`src/rtl/mac_vector_sequencer.sv`:
```
`default_nettype none
// +----------------------------------------------------------------------------+
// | Module   : mac_vector_sequencer                                            |
// | Purpose  : Upstream control stage for the 27x18 overlay MAC. Accepts a     |
// |            valid/ready stream of operand pairs grouped into vectors by a   |
// |            last flag, issues one pair per cycle to the overlay, steers the |
// |            overlay X input so each vector accumulates into one 48-bit dot  |
// |            product, and presents that sum on a valid/ready result port.    |
// | Ports    : clk, reset (async, active-low)                                  |
// |            in_valid/in_ready/in_a/in_b/in_last   operand pair stream       |
// |            ovl_a/ovl_b/ovl_mode/ovl_cin/ovl_x    drive to the overlay      |
// |            ovl_s/ovl_cout                        overlay S_reg/COUT_reg    |
// |            out_valid/out_ready/out_data/out_cout/out_count/out_trunc       |
// |                                                  result stream             |
// | Revision : 1.0  initial release                                            |
// +----------------------------------------------------------------------------+
module mac_vector_sequencer #(
  parameter logic [1:0] MODE_ACC = 2'b00,
  parameter int         MAX_LEN  = 1024,
  parameter int         CNT_W    = 16
) (
  input  logic             clk,
  input  logic             reset,
  input  logic             in_valid,
  output logic             in_ready,
  input  logic [26:0]      in_a,
  input  logic [17:0]      in_b,
  input  logic             in_last,
  output logic [26:0]      ovl_a,
  output logic [17:0]      ovl_b,
  output logic [1:0]       ovl_mode,
  output logic             ovl_cin,
  output logic [47:0]      ovl_x,
  input  logic [47:0]      ovl_s,
  input  logic             ovl_cout,
  output logic             out_valid,
  input  logic             out_ready,
  output logic [47:0]      out_data,
  output logic             out_cout,
  output logic [CNT_W-1:0] out_count,
  output logic             out_trunc
);

  typedef enum logic [1:0] {
    ST_IDLE  = 2'd0,
    ST_ACCUM = 2'd1,
    ST_DRAIN = 2'd2,
    ST_HOLD  = 2'd3
  } state_t;

  // Count value seen while accepting the MAX_LEN-th pair of a vector.
  localparam logic [CNT_W-1:0] C_LAST_IDX   = CNT_W'(MAX_LEN - 1);
  // The final S_reg is captured on the fourth edge after the last accept:
  // two edges for the overlay product/ALU pipeline, plus margin so the
  // capture never races the last ALU update.
  localparam logic [1:0]       C_DRAIN_LAST = 2'd3;

  state_t           r_state;
  state_t           w_state_nxt;
  logic             w_accept;
  logic             w_set_trunc;
  logic             w_capture;
  logic             w_release;

  logic [26:0]      r_ovl_a;
  logic [17:0]      r_ovl_b;
  logic             r_first;
  logic             r_first_d1;
  logic [CNT_W-1:0] r_count;
  logic             r_trunc;
  logic [1:0]       r_drain_cnt;
  logic             r_out_valid;
  logic [47:0]      r_out_data;
  logic             r_out_cout;
  logic [CNT_W-1:0] r_out_count;
  logic             r_out_trunc;

  // ---------------------------------------------------------------------------
  // State register
  // ---------------------------------------------------------------------------
  always_ff @(posedge clk or negedge reset) begin
    if (!reset) begin
      r_state <= ST_IDLE;
    end else begin
      r_state <= w_state_nxt;
    end
  end

  // ---------------------------------------------------------------------------
  // Next state and handshake decode
  // ---------------------------------------------------------------------------
  always_comb begin
    w_state_nxt = r_state;
    w_set_trunc = 1'b0;
    in_ready    = 1'b0;
    w_capture   = 1'b0;
    w_release   = 1'b0;
    case (r_state)
      ST_IDLE: begin
        in_ready = 1'b1;
        if (in_valid) begin
          w_state_nxt = in_last ? ST_DRAIN : ST_ACCUM;
        end
      end
      ST_ACCUM: begin
        in_ready = 1'b1;
        // Bubbles keep the vector open indefinitely; only an accept ends it.
        if (in_valid && (in_last || (r_count == C_LAST_IDX))) begin
          w_state_nxt = ST_DRAIN;
          w_set_trunc = ~in_last;
        end
      end
      ST_DRAIN: begin
        if (r_drain_cnt == C_DRAIN_LAST) begin
          w_capture   = 1'b1;
          w_state_nxt = ST_HOLD;
        end
      end
      ST_HOLD: begin
        if (out_ready) begin
          w_release   = 1'b1;
          w_state_nxt = ST_IDLE;
        end
      end
      default: begin
        w_state_nxt = ST_IDLE;
      end
    endcase
  end

  assign w_accept = in_valid & in_ready;

  // ---------------------------------------------------------------------------
  // Issue, vector bookkeeping and result capture
  // ---------------------------------------------------------------------------
  always_ff @(posedge clk or negedge reset) begin
    if (!reset) begin
      r_ovl_a     <= '0;
      r_ovl_b     <= '0;
      r_first     <= 1'b0;
      r_first_d1  <= 1'b0;
      r_count     <= '0;
      r_trunc     <= 1'b0;
      r_drain_cnt <= '0;
      r_out_valid <= 1'b0;
      r_out_data  <= '0;
      r_out_cout  <= 1'b0;
      r_out_count <= '0;
      r_out_trunc <= 1'b0;
    end else begin
      // A non-accept cycle issues 0*0 so the running sum is unaffected.
      r_ovl_a    <= w_accept ? in_a : '0;
      r_ovl_b    <= w_accept ? in_b : '0;
      r_first    <= w_accept & (r_state == ST_IDLE);
      r_first_d1 <= r_first;

      if (w_release) begin
        r_count <= '0;
        r_trunc <= 1'b0;
      end else begin
        if (w_accept) begin
          r_count <= r_count + CNT_W'(1);
        end
        if (w_set_trunc) begin
          r_trunc <= 1'b1;
        end
      end

      r_drain_cnt <= (r_state == ST_DRAIN) ? r_drain_cnt + 2'd1 : 2'd0;

      if (w_capture) begin
        r_out_valid <= 1'b1;
        r_out_data  <= ovl_s;
        r_out_cout  <= ovl_cout;
        r_out_count <= r_count;
        r_out_trunc <= r_trunc;
      end else if (w_release) begin
        r_out_valid <= 1'b0;
      end
    end
  end

  // ---------------------------------------------------------------------------
  // Overlay drive. X is zeroed while the first product of a vector is in the
  // overlay's product registers, which also discards any stale S_reg from a
  // previous or aborted vector.
  // ---------------------------------------------------------------------------
  assign ovl_a     = r_ovl_a;
  assign ovl_b     = r_ovl_b;
  assign ovl_mode  = MODE_ACC;
  assign ovl_cin   = 1'b0;
  assign ovl_x     = r_first_d1 ? 48'd0 : ovl_s;

  assign out_valid = r_out_valid;
  assign out_data  = r_out_data;
  assign out_cout  = r_out_cout;
  assign out_count = r_out_count;
  assign out_trunc = r_out_trunc;

endmodule
`default_nettype wire

```
`config.mk`:
```
export PLATFORM = sky130hd
export DESIGN_NAME = mac_vector_sequencer
export DESIGN_NICKNAME = d
export VERILOG_FILES = /design/src/rtl/mac_vector_sequencer.sv
export SDC_FILE = /design/constraint.sdc
export NUM_CORES = 1
export LEC_CHECK = 0
export CORE_MARGIN = 3
export CORE_UTILIZATION = 41
export CTS_CLUSTER_DIAMETER = 60
export DETAILED_ROUTE_END_ITERATION = 10
export PLACE_DENSITY_LB_ADDON = 0.3
export SYNTH_ARGS = -nofsm -noshare
export SYNTH_HDL_FRONTEND = slang
export SYNTH_SLANG_ARGS = --single-unit
```
`constraint.sdc`:
```
create_clock -name clk -period 2.38 [get_ports clk]
set_input_delay 0.595 -clock clk [delete_from_list [all_inputs] [get_ports clk]]
set_output_delay 0.595 -clock clk [all_outputs]
set_load 0.005 [all_outputs]
```
==> metrics.md <==
| Metric | Value |
|---|---|
| Crit path DAT | 1.76 ns |
| Finish-stage setup viols | 0 |
| Chip Height | 122 um |
| CTS tree | yes |
| Routability cong. | 0.773 |
| Die area | 14900 um^2 |
| Cell taking the most area after synthesis | dfrtp_1 |
| P&R area growth vs syn | 63.8% |
| Sequential-to-total area share from yosys stat | 61.0% |
| Largest net degree at the start of global routing | 49 |
| PortBufs | 259 |
| Peak VDD IR | 0.614 mV |
| WL final | 14.8 mm |
| Outcome | completed |
| Fmax | 424 MHz |
| Synth Register Bits | ~140 |
| Most used cell, CP | clkdlybuf4s50_1 |
| Critical Path, Cell by Cell | clkdlybuf4s50_1 -> nor2b_1 -> clkdlybuf4s50_1 |
| Initial antenna violation count | 0 |
| Startpoint Class | input port |
| Lkg Pwr | 4.17 nW |
| FFs w/ async S/R, synth | 100% |
| Unrepaired setup endpoints after global routing | false |
| Post-CTS Hold Buffers | 0 |
| Final nets | 797 |
| Top_reg_cell synth | dfrtp_1 |
| CTS max path bufs | 2 |
| Minimum clock period | 2.36 ns |
| Syn_area_per_cell | 13.2 um^2 |
| DRC viols | 0 |
| Depth of the CTS H-tree | 4 |
| Simple-gate area share of the yosys netlist | 16.7% |
| # IOs | 263 |
| Pwr dens | a little over 1000 nW/um^2 |
| CP Capture Type | output pin |
| Post-Syn Area | 5540 um^2 |
| Pre-Repair DR Iteration Count | 4 |
| Area of the core | 12900 um^2 |
| Synth top area share | 61.0% |
| Layout Skew | ~0.0056 ns |
| Post-synth EDFFs | 0 |
| Ant. Diodes | 0 |
| Post-DRT Antenna Nets | 0 |
| Hold violation count in the final report | 0 |
| Crit Path Class | input port to output pin |
| Vias/cell | 4.71 |
| Clock sink count | approximately 140 |
| CTS Buf Count | 17 |
| Post-Synth XOR/XNOR Area | under 10% |
| Post-synthesis mux area share | 13.8% |
| Max FO, Critical Path | 2 |
| Synth area leaders | dfrtp_1 61%, mux2_2 13%, and2_1 5.5%, nor2b_1 5.5%, ha_1 1.4% |
| Final core utilization | around 70% |
| Die X | 122 um |
| Total Routing Usage GR | 20.2% |
| First-pass GRT wire length | between 20 and 25 mm |
| Adder and majority gate portion of the synthesized area | 1.36% |
| Max-Cap Viols | 0 |
| Starting density of the core | 42.8% |
| Congestion Overflow GR | 0 |
| Period utilization | between 90% and 100% |
| Largest family of logic cells by synthesized area | simple AND/OR/NAND/NOR gates |
| Dpl ws | -0.0150 ns |
| Vias in the first global route | 4321 |
| Clk Tree Root Cell | clkbuf_16 |
| Hpwl dp | 11.2 mm |
| Rows | 41 |
| Layout filler cell count | roughly 940 |
| Compound-Gate Fraction of Synth Area | 3.03% |
| Worst-path clk slew | 0.05 ns |
| Worst stage delay on the critical path | 0.56 ns |
| Vias | 4122 |
| Max Slew Vio Count | 0 |
| Clock latency on the worst-skew pair | 0.41 ns |
| Routed len/inst | 16.9 um |
| Warnings, synthesis | 0 |
| Cells after Synth | 420 |
| Drt first-iter violations | roughly 140 |
| Worst path required time | 1.78 ns |
| Layout cells sized above 1 | 18.9% |
| Fin worst setup slack | 0.0202 ns |
| HP Class | input port to asynchronous set/reset pin |
| Netlist cell types | 40 |
| CP max stage cell | clkdlybuf4s50_1 |
==> logic make-up (layout without fill, tap and decap cells) <==
kind of cell               count (synthesis)  in the layout
adders and majority gates                  6              6
AOI/OAI and AO/OA                         21             21
muxes                                     68             68
other                                      1              3
xor gates and xnor gates                   9              9
buffers and inverters                     31            313
DFF                                      135            135
and+or+nand+nor                          149            149
==> state kept, by name (all words and copies together) (netlist names) <==
signal,flops
out_data,48
r_first_d1,1
ovl_a,27
out_valid,1
out_trunc,1
r_first,1
out_cout,1
r_state,2
out_count,16
r_drain_cnt,2
r_count,16
ovl_b,18
r_trunc,1
==> repair_timing <==
item                       CTS  global route
setup endpoints to repair   20            19
gates cloned                 0             0
gates resized for setup      5            23
buffers inserted             2             0
==> layer usage <==
| layer | wire [um] | part of all wire (%) | GRT usage [%] |
|---|---|---|---|
| met1 | 5590 | 38 | 23.1 |
| met2 | 7450 | 50 | 33.8 |
| met3 | 1550 | 10 | 8.91 |
| met5 | 0 | 0 | 0 |
| met4 | 228 | 1.5 | 6.93 |
==> metrics by stage <==
stage	std cells	hold WS (ns)	TNS, ns	power (mW)	instance area (um^2)
detailed placement	843	0.340	-0.0305	6.67	8400
global route	876	0.133	0	9.73	9070
finish	876	0.108	0	9.22	9070
global placement	843	0.337	-0.0512	6.55	8400
floorplan	422	0.299	0	4.48	5540
CTS	876	0.113	0	9.34	9010
==> layout make-up <==
type | count | area, um^2 | share of cell area [%]
clock buffers | 19 | 443 | 4.88
clock inverters | 12 | 153 | 1.68
inverters | 7 | 26.3 | 0.290
multi-input cells | 256 | 2050 | 22.6
flip-flops and latches | 135 | 3380 | 37.3
well taps | 172 | 215 | 2.37
repair buffers | 275 | 2800 | 30.9
==> worst max-delay path: cells and delay by family <==
| family | cells | cell delay [ns] |
|---|---|---|
| buffers and inverters | 2 | 1.03 |
| AND/OR/NAND/NOR | 1 | 0.14 |
==> final timing paths <==
check | from | end | slack [ns] | depth (start not counted)
max in group asynchronous | reset | out_data[37] | 1.60 | 2
setup / recovery | ovl_s[6] | ovl_x[6] | 0.02 | 3
hold reg to reg | r_first | r_first_d1 | 0.35 | 0
setup reg to reg | r_state[1] | r_count[13] | 0.40 | 7
min in group clk | r_first | r_first_d1 | 0.35 | 0
hold / removal | reset | out_data[32] | 0.11 | 1
==> layout by cell type, fill, tap and decap left out, drive strengths merged, types with 2 or more instances in the layout <==
cell type / synthesis / layout
a21oi: 5 / 5
a31o: 3 / 3
a31oi: 2 / 2
a41o: 2 / 2
and2: 49 / 49
and3: 2 / 2
buf: 14 / 17
bufinv: 0 / 3
clkbuf: 10 / 19
clkdlybuf4s50: 0 / 241
clkinv: 0 / 7
conb: 1 / 3
dfrtp: 135 / 135
dlygate4sd2: 0 / 3
dlymetal6s2s: 0 / 14
ha: 6 / 6
inv: 7 / 8
mux2: 65 / 65
mux2i: 3 / 3
nand2: 17 / 17
nand3: 3 / 3
nand4: 3 / 3
nor2: 16 / 16
nor2b: 49 / 49
nor3: 3 / 3
nor4: 4 / 4
o21a: 2 / 2
o21ai: 4 / 4
xnor2: 6 / 6
xor2: 3 / 3
==> power by group <==
part	total (mW)	internal, mW	switching [mW]
Sequential	3.31	2.97	0.338
Combinational	3.30	2.14	1.16
Clock	2.61	1.67	0.944
==> synthesized netlist by cell type, types with 4 or more instances <==
| master | instances |
|---|---|
| clkbuf_1 | 10 |
| inv_1 | 7 |
| nor2b_1 | 49 |
| a21oi_1 | 5 |
| and2_1 | 49 |
| nor2_1 | 16 |
| mux2_2 | 64 |
| ha_1 | 6 |
| nand2_1 | 17 |
| buf_2 | 4 |
| dfrtp_1 | 135 |
| buf_1 | 6 |
| xnor2_1 | 6 |
Power figures use the tool's default switching activity.
